File: config.mk
export PLATFORM = sky130hd
export DESIGN_NAME = flash_prefetch_wb
export DESIGN_NICKNAME = d
export VERILOG_FILES = /design/src/rtl/flash_prefetch_pkg.sv /design/src/rtl/flash_prefetch_wb_line_buf.sv /design/src/rtl/flash_prefetch_wb.sv
export SDC_FILE = /design/constraint.sdc
export NUM_CORES = 1
export LEC_CHECK = 0
export BUFFER_PORTS_ARGS = -buffer_cell sky130_fd_sc_hd__buf_2
export CAP_MARGIN = 20
export CORE_UTILIZATION = 60
export CTS_CLUSTER_SIZE = 10
export DETAILED_ROUTE_END_ITERATION = 8
export GPL_ROUTABILITY_DRIVEN = 0
export GPL_TIMING_DRIVEN = 0
export PLACE_DENSITY = 0.83
export SLEW_MARGIN = 20
export SYNTH_ARGS = -nofsm -noshare
export SYNTH_HDL_FRONTEND = slang
export SYNTH_SLANG_ARGS = --single-unit
File: constraint.sdc
create_clock -name wb_clk_i -period 12.5 [get_ports wb_clk_i]
set_input_delay 2.5 -clock wb_clk_i [delete_from_list [all_inputs] [get_ports wb_clk_i]]
set_output_delay 2.5 -clock wb_clk_i [all_outputs]
set_load 0.02 [all_outputs]
File: src/rtl/flash_prefetch_pkg.sv
// Shared FSM encoding and address-field helpers for the flash prefetch line buffer.
package flash_prefetch_pkg;

    typedef enum logic [1:0] {
        ST_IDLE,
        ST_FILL_REQ,
        ST_FILL_GAP,
        ST_RESP
    } state_e;

    localparam int LINE_WORDS_DEF = 4;
    localparam int IW             = $clog2(LINE_WORDS_DEF);

    typedef struct packed {
        logic [63:0] tag;
        logic [63:0] idx;
    } adr_fields_t;

    // Byte address -> {tag, word index}; the two byte-offset bits are dropped.
    function automatic adr_fields_t split_adr(input logic [63:0] adr, input int iw);
        adr_fields_t f;
        f.tag = adr >> (2 + iw);
        f.idx = (adr >> 2) & ((64'd1 << iw) - 64'd1);
        return f;
    endfunction

endpackage

File: src/rtl/flash_prefetch_wb_line_buf.sv
// One-line read buffer: word storage, line tag and valid bit with a hit compare.
module flash_line_buf #(
    parameter int LINE_WORDS = 4,
    parameter int IDX_W      = 2,
    parameter int TAG_W      = 28
) (
    input  logic             clk_i,
    input  logic             rst_i,
    input  logic             wr_en_i,
    input  logic [IDX_W-1:0] wr_idx_i,
    input  logic [31:0]      wr_data_i,
    input  logic [IDX_W-1:0] rd_idx_i,
    output logic [31:0]      rd_data_o,
    input  logic [TAG_W-1:0] cmp_tag_i,
    output logic             hit_o,
    input  logic             load_tag_i,
    input  logic [TAG_W-1:0] tag_i,
    input  logic             set_valid_i,
    input  logic             clr_valid_i
);

    logic [31:0]      mem_q [LINE_WORDS];
    logic [TAG_W-1:0] tag_q;
    logic             valid_q;

    // Storage has no reset: it is never read while the line is invalid.
    always_ff @(posedge clk_i) begin
        if (wr_en_i) begin
            mem_q[wr_idx_i] <= wr_data_i;
        end
    end

    // Clear wins over set so a late invalidate is never lost.
    always_ff @(posedge clk_i or posedge rst_i) begin
        if (rst_i) begin
            tag_q   <= '0;
            valid_q <= 1'b0;
        end else begin
            if (load_tag_i) begin
                tag_q <= tag_i;
            end
            if (clr_valid_i) begin
                valid_q <= 1'b0;
            end else if (set_valid_i) begin
                valid_q <= 1'b1;
            end
        end
    end

    assign rd_data_o = mem_q[rd_idx_i];
    assign hit_o     = valid_q && (tag_q == cmp_tag_i);

endmodule

File: src/rtl/flash_prefetch_wb.sv
// Wishbone read-prefetch line buffer in front of the spimemio flash data port.
module flash_prefetch_wb
    import flash_prefetch_pkg::*;
#(
    parameter int LINE_WORDS = LINE_WORDS_DEF,
    parameter int ADDR_W     = 32
) (
    input  logic              wb_clk_i,
    input  logic              wb_rst_i,
    input  logic              wbs_cyc_i,
    input  logic              wbs_stb_i,
    input  logic              wbs_we_i,
    input  logic [3:0]        wbs_sel_i,
    input  logic [ADDR_W-1:0] wbs_adr_i,
    output logic              wbs_ack_o,
    output logic [31:0]       wbs_dat_o,
    output logic              wbm_cyc_o,
    output logic              wbm_stb_o,
    output logic              wbm_we_o,
    output logic [3:0]        wbm_sel_o,
    output logic [ADDR_W-1:0] wbm_adr_o,
    input  logic              wbm_ack_i,
    input  logic [31:0]       wbm_dat_i,
    input  logic              invalidate_i,
    output logic [15:0]       miss_count_o
);

    localparam int IWL = $clog2(LINE_WORDS);
    localparam int TW  = ADDR_W - 2 - IWL;

    state_e            state_q;
    logic [IWL-1:0]    beat_q;
    logic [IWL-1:0]    idx_q;
    logic [TW-1:0]     tag_q;
    logic              pend_q;
    logic [15:0]       miss_q;
    logic [31:0]       dat_q;
    logic              fill_q;
    logic [ADDR_W-1:0] madr_q;

    adr_fields_t       adr_f;
    logic [TW-1:0]     req_tag;
    logic [IWL-1:0]    req_idx;
    logic [IWL-1:0]    rd_idx;
    logic [31:0]       rd_data;
    logic              req;
    logic              hit;
    logic              last_beat;
    logic              beat_done;
    logic              load_tag;
    logic              set_valid;
    logic              clr_valid;
    logic [31:0]       fill_dat_d;
    logic              unused_sel;

    assign unused_sel = ^wbs_sel_i;

    always_comb begin
        adr_f     = split_adr(64'(wbs_adr_i), IWL);
        req_tag   = TW'(adr_f.tag);
        req_idx   = IWL'(adr_f.idx);
        req       = wbs_cyc_i & wbs_stb_i;
        rd_idx    = (state_q == ST_IDLE) ? req_idx : idx_q;
        last_beat = (beat_q == IWL'(LINE_WORDS - 1));
        beat_done = (state_q == ST_FILL_REQ) & wbm_ack_i;
        load_tag  = beat_done & last_beat;
        // An invalidate seen at any point of the fill keeps the new line invalid.
        set_valid = load_tag & ~pend_q & ~invalidate_i;
        clr_valid = invalidate_i
                  | ((state_q == ST_IDLE) & req & ~wbs_we_i & ~hit);
        // The requested word may be the one arriving on this very beat.
        fill_dat_d = (idx_q == beat_q) ? wbm_dat_i : rd_data;
    end

    flash_line_buf #(
        .LINE_WORDS (LINE_WORDS),
        .IDX_W      (IWL),
        .TAG_W      (TW)
    ) u_line_buf (
        .clk_i       (wb_clk_i),
        .rst_i       (wb_rst_i),
        .wr_en_i     (beat_done),
        .wr_idx_i    (beat_q),
        .wr_data_i   (wbm_dat_i),
        .rd_idx_i    (rd_idx),
        .rd_data_o   (rd_data),
        .cmp_tag_i   (req_tag),
        .hit_o       (hit),
        .load_tag_i  (load_tag),
        .tag_i       (tag_q),
        .set_valid_i (set_valid),
        .clr_valid_i (clr_valid)
    );

    always_ff @(posedge wb_clk_i or posedge wb_rst_i) begin
        if (wb_rst_i) begin
            state_q <= ST_IDLE;
            beat_q  <= '0;
            idx_q   <= '0;
            tag_q   <= '0;
            pend_q  <= 1'b0;
            miss_q  <= '0;
            dat_q   <= '0;
            fill_q  <= 1'b0;
            madr_q  <= '0;
        end else begin
            case (state_q)
                ST_IDLE: begin
                    if (req) begin
                        if (wbs_we_i) begin
                            dat_q   <= '0;
                            state_q <= ST_RESP;
                        end else if (hit) begin
                            dat_q   <= rd_data;
                            state_q <= ST_RESP;
                        end else begin
                            tag_q   <= req_tag;
                            idx_q   <= req_idx;
                            beat_q  <= '0;
                            pend_q  <= 1'b0;
                            miss_q  <= miss_q + 16'd1;
                            fill_q  <= 1'b1;
                            madr_q  <= {req_tag, {IWL{1'b0}}, 2'b00};
                            state_q <= ST_FILL_REQ;
                        end
                    end
                end
                ST_FILL_REQ: begin
                    if (invalidate_i) begin
                        pend_q <= 1'b1;
                    end
                    if (wbm_ack_i) begin
                        fill_q <= 1'b0;
                        if (last_beat) begin
                            dat_q   <= fill_dat_d;
                            pend_q  <= 1'b0;
                            state_q <= ST_RESP;
                        end else begin
                            beat_q  <= beat_q + IWL'(1);
                            state_q <= ST_FILL_GAP;
                        end
                    end
                end
                ST_FILL_GAP: begin
                    if (invalidate_i) begin
                        pend_q <= 1'b1;
                    end
                    fill_q  <= 1'b1;
                    madr_q  <= {tag_q, beat_q, 2'b00};
                    state_q <= ST_FILL_REQ;
                end
                ST_RESP: begin
                    state_q <= ST_IDLE;
                end
                default: begin
                    state_q <= ST_IDLE;
                end
            endcase
        end
    end

    // An aborted upstream cycle simply gets no ack.
    assign wbs_ack_o    = (state_q == ST_RESP) & wbs_cyc_i & wbs_stb_i;
    assign wbs_dat_o    = dat_q;
    assign wbm_cyc_o    = fill_q;
    assign wbm_stb_o    = fill_q;
    assign wbm_we_o     = 1'b0;
    assign wbm_sel_o    = 4'b1111;
    assign wbm_adr_o    = madr_q;
    assign miss_count_o = miss_q;

endmodule
Yosys cells after proc, flatten, opt, wreduce, memory -nomap -nowiden
Memories as Yosys holds them, arrays and structs flattened.
Cells that the tools add are included.
- RAM bits: 128
- latch bits: 0
- memories kept: 1
- bits in registers: 145
- ROM bits: 0
- memory list (memory ; words ; width ; read ports ; clocked after memory_dff ; write ports ; line ; RTL):
    u_line_buf.mem_q ; 4 ; 32 ; 1 ; 0 ; 1 ; flash_prefetch_wb_line_buf.sv:22 ; logic [31:0] mem_q [LINE_WORDS];
- equal/unequal tests: 13
- div/mod/pow operators: 0
- mux-type cells: 40
- shift operators: 0
- bitwise logic cells: 15
- add/subtract/negate cells: 2
- reduce and logical (&&, ||, !) cells: 13
- order comparisons: 0
- multiply operators: 0
- operator list (kind ; number):
    2-to-1 mux 32 bit ; 9
    one-hot mux 32 bit (2 select lines) ; 2
    == test 28 bit ; 1
    2-to-1 mux 2 bit ; 10
    adder 16 x 1 -> 16 bit (second input constant) ; 1
    2-to-1 mux 1 bit ; 15
    != test 2 bit (second input constant) ; 6
    AND reduction 4 bit ; 3
    bitwise AND 1 bit ; 10
    AND reduction 5 bit ; 2
    one-hot mux 2 bit (4 select lines) ; 1
    == test 2 bit (second input constant) ; 3
    one-hot mux 1 bit (3 select lines) ; 2
    AND reduction 6 bit ; 1
    nonzero test 2 bit ; 3
    NOT 1 bit ; 4
    one-hot mux 2 bit (2 select lines) ; 1
    != test 3 bit (second input constant) ; 1
    nonzero test 3 bit ; 1
    adder 2 x 1 -> 2 bit (second input constant) ; 1
    == test 2 x 1 -> 1 bit (second input constant) ; 1
    == test 2 bit ; 1
    logical NOT 2 bit ; 1
    AND reduction 2 bit ; 1
    other kinds (2) ; 2

Logic depth before layout (Yosys ltp)
Gate-level depths: netlist of run 1.
- word-level depth: 7
- mapped depth: 9

Hierarchy
From an unflattened synthesis of run 1, not the netlist that was laid out.
- cell total of the unflattened synthesis: 781
- area total of the unflattened synthesis: 11685.0 sq um
- modules (own cells, without submodules) (module ; instances ; area each (sq um) ; cells each ; seq. area each (sq um)):
    flash_line_buf ; 1 ; 6063.3 ; 273 ; 4569.4
    flash_prefetch_wb ; 1 ; 5621.6 ; 508 ; 2852.7

Worst setup path before layout of run 1
Ideal clock, no wire load.
- path type: input port to output port
- from: input wbs_cyc_i
- to: output wbs_ack_o
- stages on the path: 2
- required time: 10.000 ns
- arrival time: 2.918 ns
- setup slack: 7.082 ns
- cell sequence: nand2_1 -> nor2_1
- cells in the longest elaborated chain, start to end: 2
- ends and longest elaborated chain (element ; line ; RTL):
    start, declared ; flash_prefetch_wb.sv:10 ; input logic wbs_cyc_i,
    bitwise AND 1 bit (2 in series) ; flash_prefetch_wb.sv:163 ; assign wbs_ack_o = (state_q == ST_RESP) & wbs_cyc_i & wbs_stb_i;
    end, declared ; flash_prefetch_wb.sv:15 ; output logic wbs_ack_o,
No other way between the ends.

Worst setup path in the final report of run 1
- from: input wbs_stb_i
- to: output wbs_ack_o
- cells in the longest elaborated chain, start to end: 1
- ends and longest elaborated chain (element ; line ; RTL):
    start, declared ; flash_prefetch_wb.sv:11 ; input logic wbs_stb_i,
    bitwise AND 1 bit ; flash_prefetch_wb.sv:163 ;
No other way between the ends.

==> results of run 1 <==
-- cells by family after synthesis --
group / synth area share
AOI/OAI and AO/OA: 0.09161
other: 0.0006553
xor gates and xnor gates: 0.03516
muxes: 0.1051
buffers and inverters: 0.05426
and+or+nand+nor: 0.05568
DFF: 0.6477
adders and majority gates: 0.009827
-- cell usage in the layout (no fill, tap or decap), types with 3 or more instances in the layout --
cell type  netlist  final
a21oi_1          6      6
a222oi_1        27     27
a22o_1          34     34
and3_1           8      5
and3_2           0      3
and4_1           5      5
buf_16           0      3
buf_2           11    160
buf_4           12     12
buf_6            4      4
clkbuf_1        23     41
clkbuf_16        0     31
conb_1           2      7
dfrtp_1        143    143
diode_2          0      5
edfxtp_1       128    128
ha_1             9      9
inv_1           90     88
mux2_2          27     27
mux2_4          10     10
mux2i_1          3      3
mux4_2          32     32
nand2_1         63     63
nand3_1         10     10
nand4_1          9      9
nor2_1           7      7
nor3_1           3      3
o211ai_1         3      3
o21ai_0         60     60
xnor2_1         28     28
xor2_1          18     18
-- state kept, by name, indices dropped and copies added (netlist names) --
register and flops:
beat_q 2, wbs_dat_o 32, u_line_buf.mem_q 128, pend_q 1
u_line_buf.tag_q 28, wbm_cyc_o 1, state_q 2, miss_count_o 16
idx_q 2, wbm_adr_o 30, tag_q 28, u_line_buf.valid_q 1
-- worst max path at each step --
| stage | cells past startpoint | endpoint | start |
|---|---|---|---|
| floorplan | 1 | beat_q[0]$_DFFE_PP0P_ | wb_rst_i |
| global placement | 2 | tag_q[3]$_DFFE_PP0P_ | wb_rst_i |
| detailed placement | 4 | wbs_ack_o | wbs_stb_i |
| CTS | 4 | wbs_ack_o | wbs_stb_i |
| global route | 4 | wbs_ack_o | wbs_stb_i |
| finish | 4 | wbs_ack_o | wbs_stb_i |
-- cell type report --
type / count / area share
Sequential cell: 271 / 0.5487
Multi-Input combinational cell: 399 / 0.2542
Clock buffer: 50 / 0.06336
Timing Repair Buffer: 153 / 0.06271
Inverter: 91 / 0.02581
Tap cell: 234 / 0.02164
Buffer: 51 / 0.02072
Clock inverter: 2 / 0.001942
Antenna cell: 5 / 0.0009250
-- power breakdown --
| part | internal (W) | switching [W] |
|---|---|---|
| combinational | 0.000569 | 0.000699 |
| sequential | 0.00118 | 0.000125 |
| clock | 0.000465 | 0.000336 |
-- layer usage --
metal	wire length, um	up-vias
li1	-	3319
met1	10430	3722
met2	12760	272
met3	1523	47
met4	618	0
met5	0	-
-- stage by stage --
step	cells	util	hold slack (ns)
2_1_floorplan	812	-	0.4607
6_report	1256	0.7231	0.4695
5_1_grt	1254	0.7229	0.5178
3_3_place_gp	1195	0.6692	0.4591
4_1_cts	1251	0.7225	0.4723
3_5_place_dp	1199	0.6753	0.4629
-- worst reg2reg max path, cell delays in order (launching register included) --
cell and delay (ns):
dfrtp_1 0.41, inv_1 0.12, ha_1 0.15, buf_2 0.17
mux2i_1 0.52, clkbuf_1 0.57, mux4_2 0.44, a22o_1 0.24
mux2_2 0.27
==> run_results.csv, run 1 <==
group,metric,value,unit
global_route,globalRouteTotalUtil,0.2637,
timing,post-route-period-util,0.4489,
clock_tree,h-tree-depth,1,
worst_setup_path,worst-setup-path-type,"primary input to output port",
worst_setup_path,end_kind,"output port",
power,p_leak,5.918,nW
global_route,grt_max_degree,108,
power,power.density,249.6,nW/um^2
floorplanning,ios,163,
cells_and_area,register_area,7422,um^2
timing,setup_viol,0,
routing,routed_via_density,5.860,
timing,report.final.slew_viol_count,0,
power,vdd_drop_max,147.2,uV
worst_setup_path,critPathMaxStageDelay,0.20,ns
timing,worst_slack,6.889,ns
logic_synthesis,synth_area,11460,um^2
floorplanning,num_rows,50,
routing,drt_pass1_iterations,8,
global_route,grt_pass1_wl,39.99,mm
worst_setup_path,cp_cell_sequence,"buf_2 -> nand2_1 -> nor2_1 -> buf_2",
logic_synthesis,synth_top_area_share,0.3354,
clock_tree,cts_tree,"built",
clock_tree,clock-sinks,271,
clock_tree,cts_root_buf,"clkbuf_16",
routing,antenna_left,0,
timing,final-hold-violation-count,0,
placement,dpl.hpwl,16.28,mm
logic_synthesis,ys_async_sr_fraction,0.5277,
hold_path,hold_path_class,"register to register",
cells_and_area,stdcell_area,13530,um^2
worst_setup_path,worstPathRequired,10.00,ns
status,outcome,"finished, final reports clean",
routing,drcViolationCount,0,
job,maxCapViolCount,0,
global_route,met2_usage,0.4455,
hold_path,min_delay_path_depth,1,
global_route,antenna_found_initial,5,
worst_setup_path,r2r_end,"wbs_dat_o[11]$_DFFE_PP0P_",
routing,first_iter_violations,568,
cells_and_area,area_delta_synth_final,18.04,%
floorplanning,start_util,0.6126,
logic_synthesis,synth_cells,807,
clock_tree,cts_hold_buf,0,
timing,relSlewSlack,0.4786,
hold_path,holdPathEnd,"miss_count_o[15]$_DFFE_PP0P_",
routing,vias,7360,
clock_tree,cts_setup_buffers,0,
logic_synthesis,synth_edf_count,128,
clock_tree,clk_pin_slew_worst_paths,0.06,ns
logic_synthesis,ys_seq_area_frac,0.6477,
worst_setup_path,rrSetupSlack,9.51,ns
clock_tree,cts_resized,0,
timing,fin_crit,5.611,ns
worst_setup_path,cp_num_buf_inv,2,
cells_and_area,multi_input_area,3438,um^2
cells_and_area,fin_nets,1082,
cells_and_area,fill_cells,1239,
timing,grt_setup_unrepaired,"false",
logic_synthesis,synth_cell_types,54,
worst_setup_path,crit_path_max_fanout,5,
routing,wl_per_cell,20.17,um
placement,port_buffers,149,
logic_synthesis,synthFlopType,"dfrtp_1",
logic_synthesis,yosysMostFrequentCell,"dfrtp_1",
placement,place_ws,6.907,ns
global_route,top_usage_layer,"met2",
logic_synthesis,yosys.area.top_type,"edfxtp_1",
worst_setup_path,crit_top_cell,"buf_2",
global_route,gr-total-overflow,0,
floorplanning,core,18710,um^2
global_route,grt_pass1_vias,7601,
clock_tree,cts_buffer_depth,3,
worst_setup_path,ff2ff_path_depth,8,
timing,maxClockFrequency,178.2,MHz
hold_path,min_from,"miss_count_o[15]$_DFFE_PP0P_",
timing,max_slew.worst_pin.slew,0.7810,ns
logic_synthesis,ys_top_cells_by_count,"143 x dfrtp_1, 128 x edfxtp_1, 90 x inv_1",
routing,drt-total-wl,25.33,mm
global_route,grtUsageMet3,0.04786,
placement,dpl_cell_area,12630,um^2
power,power.total,0.003376,W
timing,finClkSkew,0.008136,ns
worst_setup_path,crit_family,"buffers and inverters",
logic_synthesis,avgSynthCellArea,14.20,um^2
worst_setup_path,cp.arrival,3.11,ns
worst_setup_path,r2r_start,"state_q[1]$_DFFE_PP0P_",
floorplanning,die_h,140.2,um
worst_setup_path,start_kind,"primary input",
cells_and_area,drive_above_1_share,0.2930,
logic_synthesis,ys_top_cells_by_area,"edfxtp_1 34%, dfrtp_1 31%, mux4_2 6.3%, inv_1 2.9%, mux2_2 2.7%",
clock_tree,numCtsBuffers,31,
logic_synthesis,ys_ff_latch,271,
global_route,use_met1,0.3437,
floorplanning,die_x,140.2,um
timing,setup_tns,0,ns
floorplanning,dieArea,19660,um^2
worst_setup_path,critical_path.slowest_cell,"buf_2",
logic_synthesis,yosysWarningCount,0,
clock_tree,clock_latency,0.55,ns
Power figures use the tool's default switching activity.
==> inputs of run 2 (changes only) <==
- ABC_AREA: default -> 1
- CORE_UTILIZATION: 60 -> 58
- PLACE_DENSITY: 0.83 -> 0.8
- clock period: 12.5 -> 5.2 ns (I/O delays scaled with it)
==> run_results.csv, run 2 <==
group,metric,value,unit
timing,fin_crit,3.023,ns
timing,max_slew.worst_pin.slew,1.058,ns
logic_synthesis,yosys.area.top_type,"edfxtp_1",
worst_setup_path,worst-setup-path-type,"register to register",
timing,post-route-period-util,0.5814,
routing,drt_pass1_iterations,5,
routing,drcViolationCount,0,
cells_and_area,final_cells,1833,
global_route,gr-total-overflow,0,
worst_setup_path,end_kind,"register",
logic_synthesis,synth_cell_types,41,
logic_synthesis,synth_area,12370,um^2
global_route,antenna_found_initial,3,
floorplanning,ios,163,
logic_synthesis,ys_async_sr_fraction,0.5277,
placement,port_buffers,149,
worst_setup_path,critical_path.slowest_cell,"buf_2",
cells_and_area,most-common-layout-cells,"494 x nand2_1, 171 x buf_2, 160 x nand3_1, 143 x dfrtp_1, 128 x edfxtp_1",
clock_tree,cts_tree,"built",
routing,wl_per_cell,16.70,um
floorplanning,die_x,148.0,um
clock_tree,h-tree-depth,1,
timing,grt_setup_unrepaired,"false",
job,maxCapViolCount,0,
worst_setup_path,cp.arrival,3.20,ns
floorplanning,num_rows,53,
routing,drt-total-wl,30.61,mm
floorplanning,die_h,148.0,um
status,outcome,"finished, final reports clean",
routing,routed_via_density,5.520,
clock_tree,numCtsBuffers,31,
cells_and_area,fin_nets,1620,
cells_and_area,stdcell_area,14490,um^2
cells_and_area,area_delta_synth_final,17.19,%
clock_tree,clock_latency,0.57,ns
logic_synthesis,ys_top_cells_by_area,"edfxtp_1 31%, dfrtp_1 29%, nand2_1 15%, nand3_1 6.5%, o21ai_0 2.4%",
hold_path,hold_path_class,"primary input to asynchronous set/reset pin",
floorplanning,dieArea,21910,um^2
clock_tree,clk_pin_slew_worst_paths,0.06,ns
power,p_leak,6.757,nW
clock_tree,cts_setup_buffers,0,
global_route,grt_pass1_wl,48.89,mm
worst_setup_path,cp_cell_sequence,"inv_1 -> ha_1 -> clkbuf_2 -> nand2_1 -> nor2_1 -> clkbuf_1 -> buf_2",
worst_setup_path,crit_path_max_fanout,41,
worst_setup_path,worstPathRequired,5.38,ns
logic_synthesis,ys_top_cells_by_count,"494 x nand2_1, 160 x nand3_1, 143 x dfrtp_1",
worst_setup_path,crit_family,"buffers and inverters",
clock_tree,cts_hold_buf,0,
routing,vias,10118,
logic_synthesis,synth_cells,1345,
cells_and_area,drive_above_1_share,0.1844,
worst_setup_path,start_kind,"register",
placement,dpl.hpwl,20.21,mm
placement,dp_cells,1778,
global_route,globalRouteTotalUtil,0.2836,
placement,place_ws,1.956,ns
logic_synthesis,ys_seq_area_frac,0.6002,
clock_tree,cts_root_buf,"clkbuf_16",
floorplanning,core,20960,um^2
worst_setup_path,critPathMaxStageDelay,0.91,ns
power,power.density,592.4,nW/um^2
timing,relSlewSlack,0.2945,
cells_and_area,postLayoutCoreUtil,0.6915,
logic_synthesis,avgSynthCellArea,9.194,um^2
timing,worst_slack,2.177,ns
logic_synthesis,synthFlopType,"dfrtp_1",
timing,report.final.slew_viol_count,0,
global_route,grt_max_degree,104,
cells_and_area,regMostFlops,"u_line_buf.mem_q",
timing,maxClockFrequency,330.8,MHz
worst_setup_path,worst-path-stages,7,
logic_synthesis,synth_edf_count,128,
clock_tree,cts_resized,0,
routing,first_iter_violations,834,
cells_and_area,largest_reg_flops,128,
logic_synthesis,yosysMostFrequentCell,"nand2_1",
timing,hold_ws,0.4583,ns
worst_setup_path,ff2ff_path_depth,7,
worst_setup_path,cp_num_buf_inv,4,
global_route,grt_pass1_vias,9816,
floorplanning,start_util,0.5901,
placement,dpl_cell_area,13610,um^2
logic_synthesis,ys_ff_latch,271,
power,vdd_drop_max,385.4,uV
clock_tree,cts_buffer_depth,3,
routing,antenna_left,0,
logic_synthesis,synth_top_area_share,0.3108,
clock_tree,clock-sinks,271,
logic_synthesis,yosysWarningCount,0,
timing,finClkSkew,0.01931,ns
cells_and_area,layout_commonest_cell,"nand2_1",
timing,setup_viol,0,
timing,final-hold-violation-count,0,
-- run 2: layer usage --
layer | global-route usage | vias up | wire [um]
met5 | 0 | - | 23
met1 | 0.3782 | 4792 | 12450
met3 | 0.04599 | 82 | 2587
met2 | 0.4631 | 468 | 14690
li1 | - | 4772 | -
met4 | 0.1180 | 4 | 859
-- run 2: final cells by class --
| type | instances | area, um^2 |
|---|---|---|
| Fill cell | 1566 | 6464 |
| Antenna cell | 2 | 5.005 |
| Multi-Input combinational cell | 918 | 4237 |
| Clock buffer | 51 | 850.8 |
| Buffer | 72 | 414.1 |
| Clock inverter | 2 | 28.78 |
| Sequential cell | 271 | 7422 |
| Tap cell | 275 | 344.1 |
| Inverter | 89 | 341.6 |
| Timing Repair Buffer | 153 | 848.3 |
-- run 2: path summary, 6_finish.rpt --
check / start / endpoint / slack [ns]
worst max register to register: state_q[1]$_DFFE_PP0P_ / u_line_buf.mem_q[3][1]$_DFFE_PP_ / 2.18
worst min-delay path: wb_rst_i / wbm_adr_o[4]$_DFFE_PP0P_ / 0.46
min in group wb_clk_i: wbs_dat_o[0]$_DFFE_PP0P_ / wbs_dat_o[0]$_DFFE_PP0P_ / 0.46
worst max-delay path: state_q[1]$_DFFE_PP0P_ / u_line_buf.mem_q[3][1]$_DFFE_PP_ / 2.18
worst min register to register: wbs_dat_o[0]$_DFFE_PP0P_ / wbs_dat_o[0]$_DFFE_PP0P_ / 0.46
max in group asynchronous: wb_rst_i / u_line_buf.tag_q[6]$_DFFE_PP0P_ / 3.92
-- run 2: logic make-up (layout without fill, tap and decap cells) --
family                   after synthesis  count (layout)  share of synthesized area
AO/OA/AOI/OAI                        132             132                    0.06152
XOR/XNOR                              17              17                    0.01204
adder cells (fa/ha/maj)                9               9                   0.009107
buffers and inverters                161             367                    0.06051
flip-flops                           271             271                     0.6002
other                                  2               9                  0.0006073
AND/OR/NAND/NOR                      753             753                     0.2560
-- run 2: stage by stage --
| stage | power, W | setup TNS (ns) |
|---|---|---|
| after floorplan | 0.005506 | 0 |
| after global placement | 0.006456 | -208.86 |
| after detailed placement | 0.006612 | 0 |
| after CTS | 0.008593 | 0 |
| after global routing | 0.009120 | 0 |
| final | 0.008585 | 0 |
-- run 2: worst register-to-register path, stage by stage, from the launching register on --
cell	delay [ns]
dfrtp_1	0.41
inv_1	0.12
ha_1	0.15
clkbuf_2	0.18
nand2_1	0.11
nor2_1	0.29
clkbuf_1	0.46
buf_2	0.92
-- run 2: power breakdown --
part           internal (W)  switching (W)
combinational       0.00112        0.00240
clock               0.00111       0.000837
sequential          0.00280       0.000324
total               0.00503        0.00356
